<file path="src/rtl/fft_ctrl_pkg.sv">
// Shared types and constants for the FFT frame sequencer: FSM encoding,
// default geometry and the FFT core's source_error code points.
package fft_ctrl_pkg;

  localparam int DEF_FFT_PTS = 256;
  localparam int DEF_DATA_W  = 16;
  localparam int DEF_PTS_W   = 9;

  typedef enum logic [1:0] {
    IDLE     = 2'd0,
    SEND     = 2'd1,
    WAIT_OUT = 2'd2
  } state_e;

  localparam logic [1:0] ST_IDLE     = IDLE;
  localparam logic [1:0] ST_SEND     = SEND;
  localparam logic [1:0] ST_WAIT_OUT = WAIT_OUT;

  // Encoding used by the core on source_error / sink_error.
  localparam logic [1:0] ERR_NONE           = 2'b00;
  localparam logic [1:0] ERR_MISSING_SOP    = 2'b01;
  localparam logic [1:0] ERR_MISSING_EOP    = 2'b10;
  localparam logic [1:0] ERR_UNEXPECTED_EOP = 2'b11;

  function automatic logic is_core_error(input logic [1:0] code);
    return code != ERR_NONE;
  endfunction

endpackage

</file>
<file path="src/rtl/fft_pkt_counter.sv">
// Modulo-N point counter with first/last flags; wraps to 0 after N-1.
module fft_pkt_counter #(
  parameter int N  = 256,
  parameter int CW = (N > 1) ? $clog2(N) : 1
) (
  input  logic          clk,
  input  logic          reset_n,
  input  logic          inc,
  input  logic          clr,
  output logic [CW-1:0] count,
  output logic          first,
  output logic          last
);

  assign first = (count == '0);
  assign last  = (count == CW'(N - 1));

  always_ff @(posedge clk or negedge reset_n) begin
    if (!reset_n) begin
      count <= '0;
    end else if (clr || (inc && last)) begin
      count <= '0;
    end else if (inc) begin
      count <= count + CW'(1);
    end
  end

endmodule

</file>
<file path="src/rtl/fft_stream_ctrl.sv">
// Frame sequencer between the audio stream and the Avalon-ST FFT core.
// Build option FFT_OVERLAP_EN allows up to two frames in flight.
//
// Handshake rule on every interface (in_*, sink_*, source_*): a beat transfers
// on a cycle where valid && ready; valid never waits on ready, and the
// controller's ready outputs depend only on state and the partner's ready.
module fft_stream_ctrl
  import fft_ctrl_pkg::*;
#(
  parameter int FFT_PTS = DEF_FFT_PTS,
  parameter int DATA_W  = DEF_DATA_W,
  parameter int PTS_W   = DEF_PTS_W
) (
  input  logic              clk,
  input  logic              reset_n,
  input  logic              in_valid,
  output logic              in_ready,
  input  logic [DATA_W-1:0] in_data,
  input  logic              cfg_inverse,
  output logic              sink_valid,
  input  logic              sink_ready,
  output logic              sink_sop,
  output logic              sink_eop,
  output logic [DATA_W-1:0] sink_real,
  output logic [DATA_W-1:0] sink_imag,
  output logic [1:0]        sink_error,
  output logic [PTS_W-1:0]  fftpts_in,
  output logic              inverse,
  input  logic              source_valid,
  output logic              source_ready,
  input  logic              source_sop,
  input  logic              source_eop,
  input  logic [1:0]        source_error,
  output logic              frame_done,
  output logic              err_flag,
  output logic [2:0]        state_dbg
);

  localparam int CW = $clog2(FFT_PTS);

  logic [1:0]    state, state_nxt;
  logic          sending, sink_hs, src_hs, in_eop_hs, out_eop_hs, err_set;
  logic          drain_dir;
  logic [CW-1:0] in_cnt, out_cnt;
  logic          in_first, in_last, out_first, out_last;

  assign sending    = (state == ST_SEND);
  assign sink_valid = sending & in_valid;
  assign in_ready   = sending & sink_ready;
  assign sink_sop   = sending & in_first;
  assign sink_eop   = sending & in_last;
  assign sink_real  = in_data;
  assign sink_imag  = '0;
  assign sink_error = ERR_NONE;
  assign fftpts_in  = PTS_W'(FFT_PTS);

  assign sink_hs    = sink_valid & sink_ready;
  assign src_hs     = source_valid & source_ready;
  assign in_eop_hs  = sink_hs & in_last;
  assign out_eop_hs = src_hs & source_eop;

  fft_pkt_counter #(.N(FFT_PTS), .CW(CW)) u_in_cnt (
    .clk     (clk),
    .reset_n (reset_n),
    .inc     (sink_hs),
    .clr     (1'b0),
    .count   (in_cnt),
    .first   (in_first),
    .last    (in_last)
  );

  // The output counter restarts on every eop, even a misplaced one, so the
  // next frame is checked from a clean position.
  fft_pkt_counter #(.N(FFT_PTS), .CW(CW)) u_out_cnt (
    .clk     (clk),
    .reset_n (reset_n),
    .inc     (src_hs & ~source_eop),
    .clr     (out_eop_hs),
    .count   (out_cnt),
    .first   (out_first),
    .last    (out_last)
  );

  assign err_set = src_hs & ((source_sop & ~out_first) |
                             (source_eop & ~out_last)  |
                             (~source_eop & out_last)  |
                             is_core_error(source_error));

`ifdef FFT_OVERLAP_EN
  logic [1:0] outstanding;
  logic [1:0] dir_fifo;
  logic       dir_wr, dir_rd;

  assign source_ready = (outstanding != 2'd0);
  assign drain_dir    = dir_fifo[dir_rd];

  always_comb begin
    state_nxt = state;
    case (state)
      ST_IDLE: if (outstanding != 2'd2) state_nxt = ST_SEND;
      ST_SEND: if (in_eop_hs) state_nxt = ST_IDLE;
      default: state_nxt = ST_IDLE;
    endcase
  end

  always_ff @(posedge clk or negedge reset_n) begin
    if (!reset_n) begin
      outstanding <= 2'd0;
      dir_fifo    <= 2'b00;
      dir_wr      <= 1'b0;
      dir_rd      <= 1'b0;
    end else begin
      case ({in_eop_hs, out_eop_hs})
        2'b10:   outstanding <= outstanding + 2'd1;
        2'b01:   outstanding <= outstanding - 2'd1;
        default: outstanding <= outstanding;
      endcase
      if (in_eop_hs) begin
        dir_fifo[dir_wr] <= inverse;
        dir_wr           <= ~dir_wr;
      end
      if (out_eop_hs) dir_rd <= ~dir_rd;
    end
  end
`else
  assign source_ready = (state == ST_WAIT_OUT);
  assign drain_dir    = inverse;

  always_comb begin
    state_nxt = state;
    case (state)
      ST_IDLE:     state_nxt = ST_SEND;
      ST_SEND:     if (in_eop_hs) state_nxt = ST_WAIT_OUT;
      ST_WAIT_OUT: if (out_eop_hs) state_nxt = ST_IDLE;
      default:     state_nxt = ST_IDLE;
    endcase
  end
`endif

  always_ff @(posedge clk or negedge reset_n) begin
    if (!reset_n) begin
      state      <= ST_IDLE;
      inverse    <= 1'b0;
      frame_done <= 1'b0;
      err_flag   <= 1'b0;
    end else begin
      state      <= state_nxt;
      frame_done <= out_eop_hs;
      err_flag   <= err_flag | err_set;
      // Direction is frozen for the whole frame once sending starts.
      if (state == ST_IDLE && state_nxt == ST_SEND) inverse <= cfg_inverse;
    end
  end

  assign state_dbg = {drain_dir, state};

endmodule

</file>
<file path="config.mk">
export PLATFORM = sky130hd
export DESIGN_NAME = fft_stream_ctrl
export DESIGN_NICKNAME = d
export VERILOG_FILES = /design/src/rtl/fft_ctrl_pkg.sv /design/src/rtl/fft_pkt_counter.sv /design/src/rtl/fft_stream_ctrl.sv
export SDC_FILE = /design/constraint.sdc
export NUM_CORES = 1
export LEC_CHECK = 0
export BUFFER_PORTS_ARGS = -buffer_cell sky130_fd_sc_hd__buf_2
export CAP_MARGIN = 10
export CELL_PAD_IN_SITES_DETAIL_PLACEMENT = 1
export CELL_PAD_IN_SITES_GLOBAL_PLACEMENT = 2
export CORE_MARGIN = 1.5
export CORE_UTILIZATION = 27
export DETAILED_ROUTE_END_ITERATION = 10
export GPL_ROUTABILITY_DRIVEN = 1
export GPL_TIMING_DRIVEN = 0
export PLACE_DENSITY_LB_ADDON = 0.1
export SYNTH_ARGS = -nofsm -noshare
export SYNTH_HDL_FRONTEND = slang
export SYNTH_HIERARCHICAL = 1
export SYNTH_SLANG_ARGS = --single-unit
</file>
<file path="constraint.sdc">
create_clock -name clk -period 2.96 [get_ports clk]
set_clock_uncertainty 0.05 [all_clocks]
set_input_delay 0.592 -clock clk [delete_from_list [all_inputs] [get_ports clk]]
set_output_delay 0.592 -clock clk [all_outputs]
set_load 0.01 [all_outputs]
</file>
; Word-level counts from Yosys, hierarchy flattened
; Cells that the tools add are included.
[totals]
ff_bits = 21
inputBits = 26
out_inout_bits = 54
elab_cells = 50
[classes]
addsub = 2
muxes = 7
bitwise = 20
n_reduce_logical = 10
eq_ne = 5
[op_table]
columns = cell, count
row1 = 8-bit 2-to-1 mux, 4
row2 = "8-bit by 1-bit adder with 8-bit output, second input constant", 2
row3 = "8-bit == test, second input constant", 2
row4 = 8-bit zero test, 2
row5 = 1-bit bitwise AND, 13
row6 = 2-bit case mux with 3 select lines, 1
row7 = 2-bit nonzero test, 3
row8 = "2-bit by 1-bit == test with 1-bit output, second input constant", 2
row9 = 2-bit 2-to-1 mux, 2
row10 = 1-bit bitwise OR, 4
row11 = 1-bit logical AND, 3
row12 = 1-bit inverter, 3
row13 = "2-bit == test, second input constant", 1
row14 = 2-bit zero test, 1
row15 = 1-bit logical OR, 1

; Longest topological paths before layout
[logic_depth]
ltp_word = 8
ltp_mapped = 7
depth_no_buf = 7

; Modules after synthesis
; The synthesis kept the hierarchy.
[by_module_without_submodules]
columns = module, area_per_inst_um2, n_inst, seq_area_each_um2, cells_each
row1 = fft_pkt_counter, 484.2, 2, 200.2, 49
row2 = fft_stream_ctrl, 604.3, 1, 125.1, 70

; Least setup slack after synthesis
; No wires, ideal clock.
[synth_timing]
path_type = reg2out
startpoint = reg u_in_cnt.count[0]
endpoint = out sink_sop
slack_ns = 0.971
path_stages_with_launch = 6
arrival_time_ns = 1.347
required_time_ns = 2.318
path_buffers = 0
path_cell_list = dfrtp_1 > inv_1 > ha_1 > or4b_1 > nor4_1 > and2_2
[synth_between]
elab_chain_cells = 2
[synth_rtl]
columns = element, line
row1 = "start, declared", fft_pkt_counter.sv:10  ; output logic [CW-1:0] count,
row2 = "start signal, assigned", fft_pkt_counter.sv:24  ; count <= count + CW'(1);
row3 = 8-bit zero test, fft_pkt_counter.sv:15  ; assign first = (count == '0);
row4 = net in_first, fft_stream_ctrl.sv:45  ; logic in_first, in_last, out_first, out_last;
row5 = 1-bit bitwise AND, fft_stream_ctrl.sv:50  ; assign sink_sop = sending & in_first;
row6 = "end, declared", fft_stream_ctrl.sv:22  ; output logic sink_sop,
; The timed path passes the listed nets, and every way through them passes these cells.

; Final worst setup path
; Ends and elaborated chain as after synthesis.

==> summary.md <==
| Metric | Value |
|---|---|
| Status | finished, final reports clean |
| Initial antenna violation count | 0 |
| Worst hold margin | roughly 240 ps |
| Maximum fanout along the worst path | 5 |
| CP Launch Type | flip-flop |
| Maximum VDD drop | between 0.0002 and 0.00025 V |
| Mapped Cells | about 170 |
| Hold buffer count at cts | 0 |
| Final min period | 2560 ps |
| Setup TNS | 0 ps |
| Cts bufs inserted | 3 |
| Total track usage | 0.125 |
| Tot Pwr | roughly 600 uW |
| Drt total wl | 3.65 mm |
| Worst Setup Slack, final | roughly 400 ps |
| Setup bufs post-CTS | 0 |
| Num rows | 27 |
| Initial DRC count | 24 |
| Critical R2R Capture | err_flag |
| I/O Pins | 80 |
| Final Core Density | 0.356 |
| F_max | roughly 390 MHz |
| Gr ovfl total | 0 |
| Vias in the first global route | 1252 |
| Maxcap violations | 0 |
| Hold crit path type | in2async |
| DRT antenna net count | 0 |
| Leak | between 1 and 1.5 nW |
| Layout cells sized above 1 | 0.436 |
| H-Tree Depth | 1 |
| Setup crit end kind | primary output |
| Fin. Hold Viols | 0 |
| Resize count post-CTS | 0 |
| Antenna diodes | 0 |
| Avg Inst Size Synth | about 9.4 um^2 |
| Fin nets | between 200 and 300 |
| Die width | approximately 80 um |
| Clock Tree Root | clkbuf_8 |
| Final setup viols | 0 |
| Internal reg-to-reg setup slack | a little over 800 ps |
| R2R cell count | 7 |
| Crit Path Category | reg2out |
| HPWL Detailed | slightly below 3 mm |
| Worst-margin pin slew | between 500 and 600 ps |
| Die area | around 6300 um^2 |
| Drt drc | 0 |
| Synthesis-to-layout area growth | 26.3% |
| Fin crit share | 0.866 |
| First-pass GRT wire length | a little over 6 mm |
| Slew margin rel. | 0.656 |
| PD cells | ~300 nW/um^2 |
| Vias per cell | 4.27 |
| CTS max path bufs | 2 |
| Yosys warns | 6 |
| Core ar. | approximately 5600 um^2 |
| Post-route design area | approximately 2000 um^2 |
| Placer Congestion | 0.767 |
| DR WL/cell | about 12 um |
| Synth Register Bits | 21 |
| Initial Utilization | 0.282 |
| First-pass DRT Iterations | 4 |
| RSZ-0062 raised after global routing | false |
| Mapped Area | between 1500 and 2000 um^2 |
| Dpl cell area | just under 2000 um^2 |
| DP Worst Slack | between 600 and 700 ps |
| Placed insts | 302 |
| Netlist cell types | 36 |
| Sink Count | 21 |
| Final Non-Filler Cells | around 310 |
| Vias | 1308 |
| Input/output buffers | 36 |
| Clock latency on the worst-skew pair | 270 ps |
| Largest net degree at the start of global routing | 22 |
| CTS tree | built |
| Crit path required time | 2320 ps |
| RR Startpoint | u_out_cnt/count[0] |
| Die Span Y | 79.3 um |
| Clk pin slew, worst setup/hold paths | 80 ps |
| Slew Viols, Final | 0 |
| CP arrival | 1920 ps |
| Sequential share of the synthesized area | 0.334 |
worst max-delay path, stage by stage (launching register included):
cell and delay (ps):
dfrtp_1 450, inv_1 100, ha_1 150, or4b_1 430, nor4_1 210, and2_2 200, buf_2 120
cell usage in the layout, fill, tap and decap left out, types with 2 or more instances in the layout:
cell and n:
a211o_1 2, o21ai_0 2, o22ai_1 2, or4b_1 2
o211a_1 2, buf_2 36, clkbuf_8 3, and2_2 3
nor3_1 6, nor4_1 2, dfrtp_1 21, nor2_1 12
inv_1 9, nand2_1 6, a21oi_1 2, buf_4 48
xor2_1 7, o2111ai_1 2, nand3_1 6, nand4_1 4
a21o_2 2, o32ai_1 2, nand2b_1 2, or3_1 2
o211ai_2 2, a32o_1 3, conb_1 28, ha_1 4
nand4_4 2
worst max-delay path by stage:
stage / slack, ps / cells after the start / end / from
after floorplan: 970 / 5 / sink_sop / u_in_cnt/count[0]
after global placement: 660 / 6 / sink_sop / u_in_cnt/count[0]
after detailed placement: 670 / 6 / sink_sop / u_in_cnt/count[0]
after CTS: 350 / 6 / sink_sop / u_in_cnt/count[0]
after global routing: 220 / 6 / sink_sop / u_in_cnt/count[0]
final: 400 / 6 / sink_sop / u_in_cnt/count[0]
final cells by class:
type / count / area, um^2
Clock inverter: 1 / 5.00
Multi-Input combinational cell: 116 / 751
Buffer: 48 / 360
Clock buffer: 3 / 41.3
Inverter: 9 / 33.8
Tap cell: 72 / 90.1
Fill cell: 695 / 3590
Sequential cell: 21 / 526
Timing Repair Buffer: 36 / 180
flip-flops by register name, summed over array words and instances, names as in the netlist:
name	count
u_in_cnt/count	8
u_out_cnt/count	8
state	2
err_flag	1
frame_done	1
inverse	1
layer usage:
layer | wire [um] | track usage
met1 | 1530 | 0.146
met2 | 1940 | 0.226
met3 | 151 | 0.0322
met4 | 25 | 0.0263
met5 | 0 | 0
kinds of logic after synthesis:
| group | Yosys count | synth area share |
|---|---|---|
| buffers and inverters | 57 | 0.251 |
| and+or+nand+nor | 52 | 0.204 |
| AOI/OAI and AO/OA | 24 | 0.129 |
| DFF | 21 | 0.334 |
| xor gates and xnor gates | 7 | 0.0390 |
| adders and majority gates | 4 | 0.0318 |
| other | 2 | 0.00478 |
| muxes | 1 | 0.00716 |
Yosys cell counts:
cell	instances	area (um^2)
a2111oi_0	1	8.76
a211o_1	2	17.5
a21o_2	2	17.5
a21oi_1	2	10.0
a32o_1	3	30.0
a41oi_1	1	8.76
and2_2	3	22.5
and2_4	1	8.76
and2b_2	1	8.76
and3_1	1	6.26
and3_2	1	7.51
buf_4	48	360
conb_1	2	7.51
dfrtp_1	21	526
ha_1	4	50.1
inv_1	9	33.8
mux2_2	1	11.3
nand2_1	6	22.5
nand2b_1	2	12.5
nand3_1	6	30.0
nand4_1	4	25.0
nand4_4	2	42.5
nor2_1	12	45.0
nor2b_4	1	13.8
nor3_1	6	30.0
nor4_1	2	12.5
o2111ai_1	2	17.5
o211a_1	2	20.0
o211ai_2	2	25.0
o21ai_0	2	10.0
o21bai_1	1	7.51
o22ai_1	2	12.5
o32ai_1	2	17.5
or3_1	2	12.5
or4b_1	2	20.0
xor2_1	7	61.3
report_power, final:
group	internal [mW]	leakage, nW	switching (mW)
Clock	0.0940	0.0255	0.103
Sequential	0.288	0.282	0.00238
Combinational	0.0581	0.748	0.0535
Total	0.440	1.06	0.159
Power figures use the tool's default switching activity.
